File: src/rtl/muldiv_ctrl.sv
// Iterative multiply/divide unit with HI/LO registers.
// One PREP cycle, 32 shift-add / shift-subtract cycles, one sign-fix cycle.
module muldiv_ctrl #(
  parameter int unsigned WIDTH = 32
) (
  input  logic             clk,
  input  logic             rst_n,
  input  logic             start,
  input  logic [5:0]       funct,
  input  logic [WIDTH-1:0] readRs,
  input  logic [WIDTH-1:0] readRt,
  input  logic             flush,
  output logic             busy,
  output logic             done,
  output logic [WIDTH-1:0] hi,
  output logic [WIDTH-1:0] lo
);

  localparam int unsigned W  = WIDTH;
  localparam int unsigned W2 = 2 * WIDTH;
  localparam int unsigned CW = 5;

  localparam logic [5:0] F_MULT  = 6'b011000;
  localparam logic [5:0] F_MULTU = 6'b011001;
  localparam logic [5:0] F_DIV   = 6'b011010;
  localparam logic [5:0] F_DIVU  = 6'b011011;
  localparam logic [5:0] F_MTHI  = 6'b010001;
  localparam logic [5:0] F_MTLO  = 6'b010011;

  typedef enum logic [2:0] {
    IDLE = 3'd0,
    PREP = 3'd1,
    CALC = 3'd2,
    FIX  = 3'd3,
    DONE = 3'd4
  } stateT;

  stateT          state;
  stateT          nextState;
  logic [CW-1:0]  cnt;
  logic           opDiv;
  logic           opSigned;
  logic           negRes;
  logic           negRem;
  logic           divZero;
  logic [W-1:0]   opA;
  logic [W-1:0]   opB;
  logic [W-1:0]   accHi;
  logic [W-1:0]   accLo;

  logic           idleLike;
  logic           startOk;
  logic           isMulDiv;
  logic           accept;

  logic [W-1:0]   absA;
  logic [W-1:0]   absB;
  logic [W:0]     mulSum;
  logic [W:0]     divShift;
  logic           divGe;
  logic [W-1:0]   divRem;
  logic [W2-1:0]  prodFix;
  logic [W-1:0]   quoFix;
  logic [W-1:0]   remFix;
  logic [W-1:0]   fixHi;
  logic [W-1:0]   fixLo;

  assign idleLike = (state == IDLE) || (state == DONE);
  assign startOk  = idleLike && start && !flush;
  assign isMulDiv = (funct == F_MULT) || (funct == F_MULTU) ||
                    (funct == F_DIV)  || (funct == F_DIVU);
  assign accept   = startOk && isMulDiv;

  assign busy = (state == PREP) || (state == CALC) || (state == FIX);
  assign done = (state == DONE);

  // State register
  always_ff @(posedge clk or negedge rst_n) begin
    if (!rst_n) begin
      state <= IDLE;
    end else begin
      state <= nextState;
    end
  end

  // Next-state logic; flush always returns to IDLE
  always_comb begin
    nextState = state;
    case (state)
      IDLE: begin
        if (accept) nextState = PREP;
      end
      DONE: begin
        if (accept) nextState = PREP;
        else        nextState = IDLE;
      end
      PREP: nextState = flush ? IDLE : CALC;
      CALC: begin
        if (flush)                    nextState = IDLE;
        else if (cnt == CW'(W - 1))   nextState = FIX;
      end
      FIX:  nextState = flush ? IDLE : DONE;
      default: nextState = IDLE;
    endcase
  end

  assign absA = (opSigned && opA[W-1]) ? W'(~opA + W'(1)) : opA;
  assign absB = (opSigned && opB[W-1]) ? W'(~opB + W'(1)) : opB;

  // Multiply step: add multiplicand into upper half when LSB of multiplier is set, then shift right
  assign mulSum = {1'b0, accHi} + (accLo[0] ? {1'b0, opB} : (W + 1)'(0));

  // Restoring divide step: shift dividend bit into remainder, subtract divisor if it fits
  assign divShift = {accHi, accLo[W-1]};
  assign divGe    = divShift >= {1'b0, opB};
  assign divRem   = divGe ? W'(divShift[W-1:0] - opB) : divShift[W-1:0];

  // Sign correction and divide-by-zero result
  assign prodFix = negRes ? W2'(~{accHi, accLo} + W2'(1)) : {accHi, accLo};
  assign quoFix  = negRes ? W'(~accLo + W'(1)) : accLo;
  assign remFix  = negRem ? W'(~accHi + W'(1)) : accHi;
  assign fixHi   = opDiv ? (divZero ? opA : remFix)   : prodFix[W2-1:W];
  assign fixLo   = opDiv ? (divZero ? '1  : quoFix)   : prodFix[W-1:0];

  // Operand capture and iterative datapath
  always_ff @(posedge clk or negedge rst_n) begin
    if (!rst_n) begin
      cnt      <= '0;
      opDiv    <= 1'b0;
      opSigned <= 1'b0;
      negRes   <= 1'b0;
      negRem   <= 1'b0;
      divZero  <= 1'b0;
      opA      <= '0;
      opB      <= '0;
      accHi    <= '0;
      accLo    <= '0;
    end else begin
      case (state)
        IDLE, DONE: begin
          if (accept) begin
            opDiv    <= funct[1];
            opSigned <= ~funct[0];
            opA      <= readRs;
            opB      <= readRt;
          end
        end
        PREP: begin
          negRes  <= opSigned && (opA[W-1] ^ opB[W-1]);
          negRem  <= opSigned && opA[W-1];
          divZero <= opDiv && (opB == '0);
          cnt     <= '0;
          accHi   <= '0;
          // opB becomes the multiplicand or divisor; opA keeps the raw dividend
          if (opDiv) begin
            accLo <= absA;
            opB   <= absB;
          end else begin
            accLo <= absB;
            opB   <= absA;
          end
        end
        CALC: begin
          cnt <= CW'(cnt + CW'(1));
          if (opDiv) begin
            accHi <= divRem;
            accLo <= {accLo[W-2:0], divGe};
          end else begin
            accHi <= mulSum[W:1];
            accLo <= {mulSum[0], accLo[W-1:1]};
          end
        end
        default: ;
      endcase
    end
  end

  // HI/LO architectural registers
  always_ff @(posedge clk or negedge rst_n) begin
    if (!rst_n) begin
      hi <= '0;
      lo <= '0;
    end else if (state == FIX && !flush) begin
      hi <= fixHi;
      lo <= fixLo;
    end else if (startOk && funct == F_MTHI) begin
      hi <= readRs;
    end else if (startOk && funct == F_MTLO) begin
      lo <= readRs;
    end
  end

endmodule

File: config.mk
export PLATFORM = sky130hd
export DESIGN_NAME = muldiv_ctrl
export DESIGN_NICKNAME = d
export VERILOG_FILES = /design/src/rtl/muldiv_ctrl.sv
export SDC_FILE = /design/constraint.sdc
export NUM_CORES = 1
export LEC_CHECK = 0
export ABC_AREA = 1
export CAP_MARGIN = 0
export CELL_PAD_IN_SITES_DETAIL_PLACEMENT = 1
export CELL_PAD_IN_SITES_GLOBAL_PLACEMENT = 1
export CORE_MARGIN = 2
export CORE_UTILIZATION = 38
export DETAILED_ROUTE_END_ITERATION = 10
export GPL_TIMING_DRIVEN = 0
export HOLD_SLACK_MARGIN = 0.03
export PLACE_DENSITY = 0.75
export SLEW_MARGIN = 0
export SYNTH_ARGS = -nofsm -noshare
export SYNTH_HDL_FRONTEND = slang
export SYNTH_SLANG_ARGS = --single-unit
export TNS_END_PERCENT = 1
File: constraint.sdc
create_clock -name clk -period 2.7 [get_ports clk]
set_input_delay 0.405 -clock clk [delete_from_list [all_inputs] [get_ports clk]]
set_output_delay 0.405 -clock clk [all_outputs]
set_load 0.01 [all_outputs]
Yosys cells after proc, flatten, opt, wreduce, memory -nomap -nowiden. Index checks and enable logic that the tools add are counted.

Register bits: 205. Input port bits: 74. Output and inout bits: 66. Word-level logic and storage cells: 104.

Add/subtract/negate cells: 8. Magnitude comparators: 1. Equality and inequality tests: 15. Muxes and demuxes: 32. Bitwise logic cells: 7. Reductions and logical operators: 28.

Operators with widths (number): two-way mux 32 bit (20); one-hot mux 32 bit (2 select lines) (3); adder 32 x 1 -> 32 bit, second input constant (4); inverter 32 bit (4); adder 64 x 1 -> 64 bit, second input constant (1); two-way mux 64 bit (1); inverter 64 bit (1); equality test 6 x 5 -> 1 bit, second input constant (6); adder 32 x 32 -> 33 bit (1); greater-or-equal comparator 33 x 32 -> 1 bit (1); zero test 32 bit (1); subtractor 32 bit (1); one-hot mux 3 bit (5 select lines) (1); two-way mux 3 bit (4); logical AND 1 bit (10); one-hot mux 5 bit (2 select lines) (1); AND reduction 2 bit (4); nonzero test 2 bit (4); equality test 3 x 2 -> 1 bit, second input constant (2); logical OR 1 bit (6); != test 2 bit, second input constant (3); adder 5 x 1 -> 5 bit, second input constant (1); equality test 5 bit, second input constant (1); equality test 3 x 1 -> 1 bit, second input constant (1); other kinds (9) (9).

Longest topological paths before layout.
Depth in word-level cells: 8. Mapped depth: 20. Depth with buffers taken out: 18.

Worst setup path before layout. OpenSTA, ideal clock, no wires.

Path type: register to register. Start point: register accLo[0]. End point: register accHi[21]. Library setup time: 117 ps. Arrival: 2424 ps. Required time: 2583 ps. Setup slack: 159 ps. Stages on the path, launching flop included: 18. Buffers on the path: 2. Period minus slack after synthesis: 2541 ps. Cell sequence: dfrtp_1 -> buf_6 -> clkbuf_1 -> nand2_1 -> inv_1 -> ha_1 -> inv_1 -> fa_1 -> o21ai_0 -> nand2_1 -> nand2_1 -> nand3_1 -> nand2_1 -> nand3_1 -> nand3_1 -> nand3_1 -> nand3_1 -> nand2_1.

Longest elaborated chain between the ends: 4.

Ends and longest elaborated chain: start, declared (RTL line 49) `logic [W-1:0] accLo;`; start signal, assigned (RTL line 156) `accLo <= absA;`; start signal, assigned (RTL line 159) `accLo <= absB;`; start signal, assigned (RTL line 167) `accLo <= {accLo[W-2:0], divGe};`; two-way mux 32 bit (RTL line 111) `assign mulSum = {1'b0, accHi} + (accLo[0] ? {1'b0, opB} : (W + 1)'(0));`; adder 32 x 32 -> 33 bit (RTL line 111); two-way mux 32 bit (RTL line 165) `if (opDiv) begin`; one-hot mux 32 bit (2 select lines) (RTL line 139) `case (state)`; end signal, assigned (RTL line 166) `accHi <= divRem;`; end signal, assigned (RTL line 169) `accHi <= mulSum[W:1];`; end, declared (RTL line 48) `logic [W-1:0] accHi;`.

No other way between the ends. A chain may end at the register's enable or synchronous reset.

Worst setup path in the final report.
Start point: register opSigned. End point: register opB[6].

Longest elaborated chain between the ends: 4. Elaborated cells between the ends (all ways): 6. Classes of those cells: mux (4); reduce/logical (2).

Ends and longest elaborated chain: start, declared (RTL line 42) `logic opSigned;`; start signal, assigned (RTL line 143) `opSigned <= ~funct[0];`; logical AND 1 bit (on tied branches) (RTL line 107, 108); two-way mux 32 bit (on tied branches) (RTL line 107, 108); two-way mux 32 bit * (RTL line 155) `if (opDiv) begin`; one-hot mux 32 bit (2 select lines) * (RTL line 139); end signal, assigned (RTL line 145) `opB <= readRt;`; end signal, assigned (RTL line 157) `opB <= absB;`; end signal, assigned (RTL line 160) `opB <= absA;`; end, declared (RTL line 47) `logic [W-1:0] opB;`.

Mark *: on every way between the ends. The rest lies on a longest branch, timed or not.

==> reports/results.ini <==
[power_and_ir_drop]
irDropWorstVdd_v = 0.000686
pwr-share-seq_pct = 18.2
powerDensity_nw_per_um2 = 1480
total_power_w = 0.0370
p_int_w = 0.0150
p_clk_share_pct = 10.3
leakage_nw = 11.7
switching_power_w = 0.0220
swShare_pct = 59.4
p_comb_share_pct = 71.6

[sta]
max_freq_ghz = 0.337
max_slew_margin_pct = 33.4
hold_viol_final = 0
setup_viol = 53
slew_viol_final = 0
tightest_slew_ns = 0.988
skew_ns = 0.0299
worst_slack_ns = -0.266
period_share_pct = 110
whs_ns = 0.402
period_minus_slack_ns = 2.97
rsz0062_at_grt = true

[placed_design]
place.gp.congestion = 1.07
dp.cells = 4261
placed_area_sq_um = 22500
dpl.hpwl_um = 98900
io_buffers = 139

[route]
wl_per_cell_um = 28.1
dr.pass1.iters = 6
vias_per_cell = 6.10
drc = 0
drt_iter0_drc = 3119
wl_um = 122000
vias = 26600
postRouteAntennaNets = 0

[clocking]
clock-sinks = 205
cts_buffer_depth = 3
cts_made_buffers = 27
cts_max_level = 1
cts_root_buffer = clkbuf_16
clk_latency_ns = 0.61
cts.clk_slew.worst_paths_ns = 0.06
cts_tree = built

[die]
die_h_um = 235
core.rowCount = 84
die_area_sq_um = 55100
io_pins = 140
initial_core_util_pct = 38.4
core_sq_um = 52700
die_w_um = 235

[worst_setup_path]
cp-end-kind = flop
start_kind = flop
cp_max_fo = 10
arrival_ns = 3.51
worstPathRequired_ns = 3.25
crit_type = flop to flop

[synthesis]
yosysWarnings = 0
ys_ff_latch = 205
syn_inst = 3433
synth_edf_count = 0
ys_types = 57
synthArstFlopShare_pct = 100
synth.avg_cell_area_sq_um = 5.90
synth_flop_cell = dfrtp_1
syn-num-nets = 3579
yosysSeqAreaShare_pct = 25.3
netlist_area_sq_um = 20200

[finish]
drive_gt1_share_pct = 11.4
final_nets = 3801
fin_area_sq_um = 25000
stdcell_count = 4363
area_growth_pct = 23.3

[global_route]
grt_pass1_wl_um = 175000
grt_usage_pct = 42.6
grt_pass1_vias = 26100
antenna_found_initial = 2
grt_max_degree = 104
grt_overflow = 0

[run]
maxCapViolCount = 0

[worst_hold_path]
min_path_type = input port to async pin

[outcome]
violations = setup timing
status = complete, but fails checks

[power by group through the flow]
stage                     combinational [W]  sequential [W]  clock, W
final                                0.0265         0.00672   0.00380
after global routing                 0.0281         0.00677   0.00391
after CTS                            0.0244         0.00654   0.00379
after detailed placement             0.0230         0.00649         0
after global placement               0.0224         0.00645         0
after floorplan                      0.0137         0.00580         0
[layout by cell type (no fill, tap or decap), types with 21 or more instances in the layout]
cell and instances:
clkbuf_1 82, o21ai_1 23, buf_2 28, dfrtp_1 165
nand4_1 42, ha_4 43, buf_4 54, inv_2 26
o22ai_1 21, inv_1 417, nor3_1 30, clkdlybuf4s50_1 138
ha_1 21, o211ai_1 34, o21ai_0 236, xor2_1 62
a21oi_1 195, clkbuf_16 27, nor2_1 378, nand2_1 1028
dfrtp_2 40, nor2_2 31, nand2_2 31, nand3_1 277
[per-layer routing]
metal | part of all wire, % | global-route usage, % | up-vias
li1 | - | - | 11500
met1 | 42 | 58.0 | 13100
met2 | 42 | 64.3 | 1572
met3 | 10 | 8.81 | 362
met4 | 6.1 | 20.6 | 0
met5 | 0 | 0 | -
[synthesized netlist by cell type (3+ instances only)]
library cell | n | area share, %
clkbuf_1 | 82 | 1.5
a21oi_2 | 4 | 0.17
buf_4 | 3 | 0.11
nand3_1 | 286 | 7.1
buf_1 | 9 | 0.17
a21o_1 | 4 | 0.15
nor2_2 | 11 | 0.34
a21oi_1 | 208 | 5.1
o21ai_0 | 250 | 6.2
inv_2 | 11 | 0.20
o2111ai_1 | 18 | 0.78
o21ai_1 | 16 | 0.40
ha_1 | 70 | 4.3
nand2_1 | 1046 | 19
o211ai_1 | 34 | 1.3
dfrtp_1 | 205 | 25
o21a_1 | 6 | 0.22
nor4_1 | 4 | 0.12
a22oi_1 | 3 | 0.11
o22ai_1 | 21 | 0.65
inv_1 | 450 | 8.3
o31ai_1 | 3 | 0.11
xor2_1 | 66 | 2.9
a31oi_1 | 14 | 0.43
nand3_2 | 11 | 0.54
nand4_1 | 42 | 1.3
buf_12 | 3 | 0.30
nor3_1 | 33 | 0.82
nor2_1 | 409 | 7.6
buf_2 | 27 | 0.67
and2_1 | 3 | 0.093
o21bai_1 | 9 | 0.33
or2_2 | 5 | 0.15
nand2_2 | 15 | 0.46
o21ai_2 | 5 | 0.22
xnor2_1 | 5 | 0.22
nor2_4 | 4 | 0.22
nand3b_1 | 12 | 0.45
[registers in the layout, summed over array words and instances, names as in the netlist]
name,flops
state,3
negRem,1
lo,32
hi,32
accLo,32
opA,32
negRes,1
opDiv,1
accHi,32
cnt,5
divZero,1
opSigned,1
opB,32
[stage by stage]
| stage | utilization (%) | TNS, ns | worst slack, ns |
|---|---|---|---|
| after floorplan | - | 0 | 0.159 |
| after global placement | 42.7 | -1674.38 | -7.94 |
| after detailed placement | 42.8 | -60.02 | -0.774 |
| after CTS | 46.1 | -0.767 | -0.188 |
| after global routing | 47.4 | -7.06 | -0.268 |
| final | 47.4 | -3.25 | -0.266 |
[worst paths after layout]
check                      startpoint      end  slack (ns)  depth (start not counted)
max in group asynchronous       rst_n   hi[26]        1.11                          3
hold reg to reg                cnt[3]   cnt[3]        0.48                          1
min in group clk           readRs[15]  opA[15]        0.44                          3
setup / recovery             opSigned   opB[6]       -0.27                          9
hold / removal                  rst_n   opB[4]        0.40                          2
setup reg to reg             opSigned   opB[6]       -0.27                          9
[what timing repair did]
item | in CTS | in global routing
setup buffers | 29 | 23
gates resized for setup | 144 | 130
pin swaps | 9 | 19
endpoints found under the hold margin | 102 | 0
setup endpoints to repair | 54 | 104
hold buffers | 1 | 0
[kinds of logic (layout without fill, tap and decap cells)]
group | count (synthesis) | count (layout) | synth area share (%)
other cells | 0 | 1 | 0
fa+ha+maj | 72 | 72 | 4.52
simple gates | 1888 | 1888 | 38.9
flops | 205 | 205 | 25.3
compound gates | 609 | 609 | 16.8
xor+xnor | 71 | 71 | 3.07
buf+inv | 588 | 829 | 11.4
[layout make-up]
class / count / area [sq um]
sequential: 205 / 5180
fill: 7229 / 27700
buffer: 126 / 627
clock inverter: 10 / 106
antenna: 1 / 2.50
multi-input combinational: 2640 / 13800
tap: 688 / 861
timing repair buffer: 193 / 1840
clock buffer: 38 / 787
inverter: 462 / 1800
[critical path, cell delays in order (launching register included)]
cell      delay [ns]
dfrtp_1         0.55
nand2_1         0.50
inv_1           0.25
clkbuf_1        0.49
nand2_1         0.17
xor2_1          0.46
nand2_1         0.14
o211ai_1        0.18
o21ai_1         0.11
inv_1           0.07
Note: power is estimated with default switching activity, not from simulation.
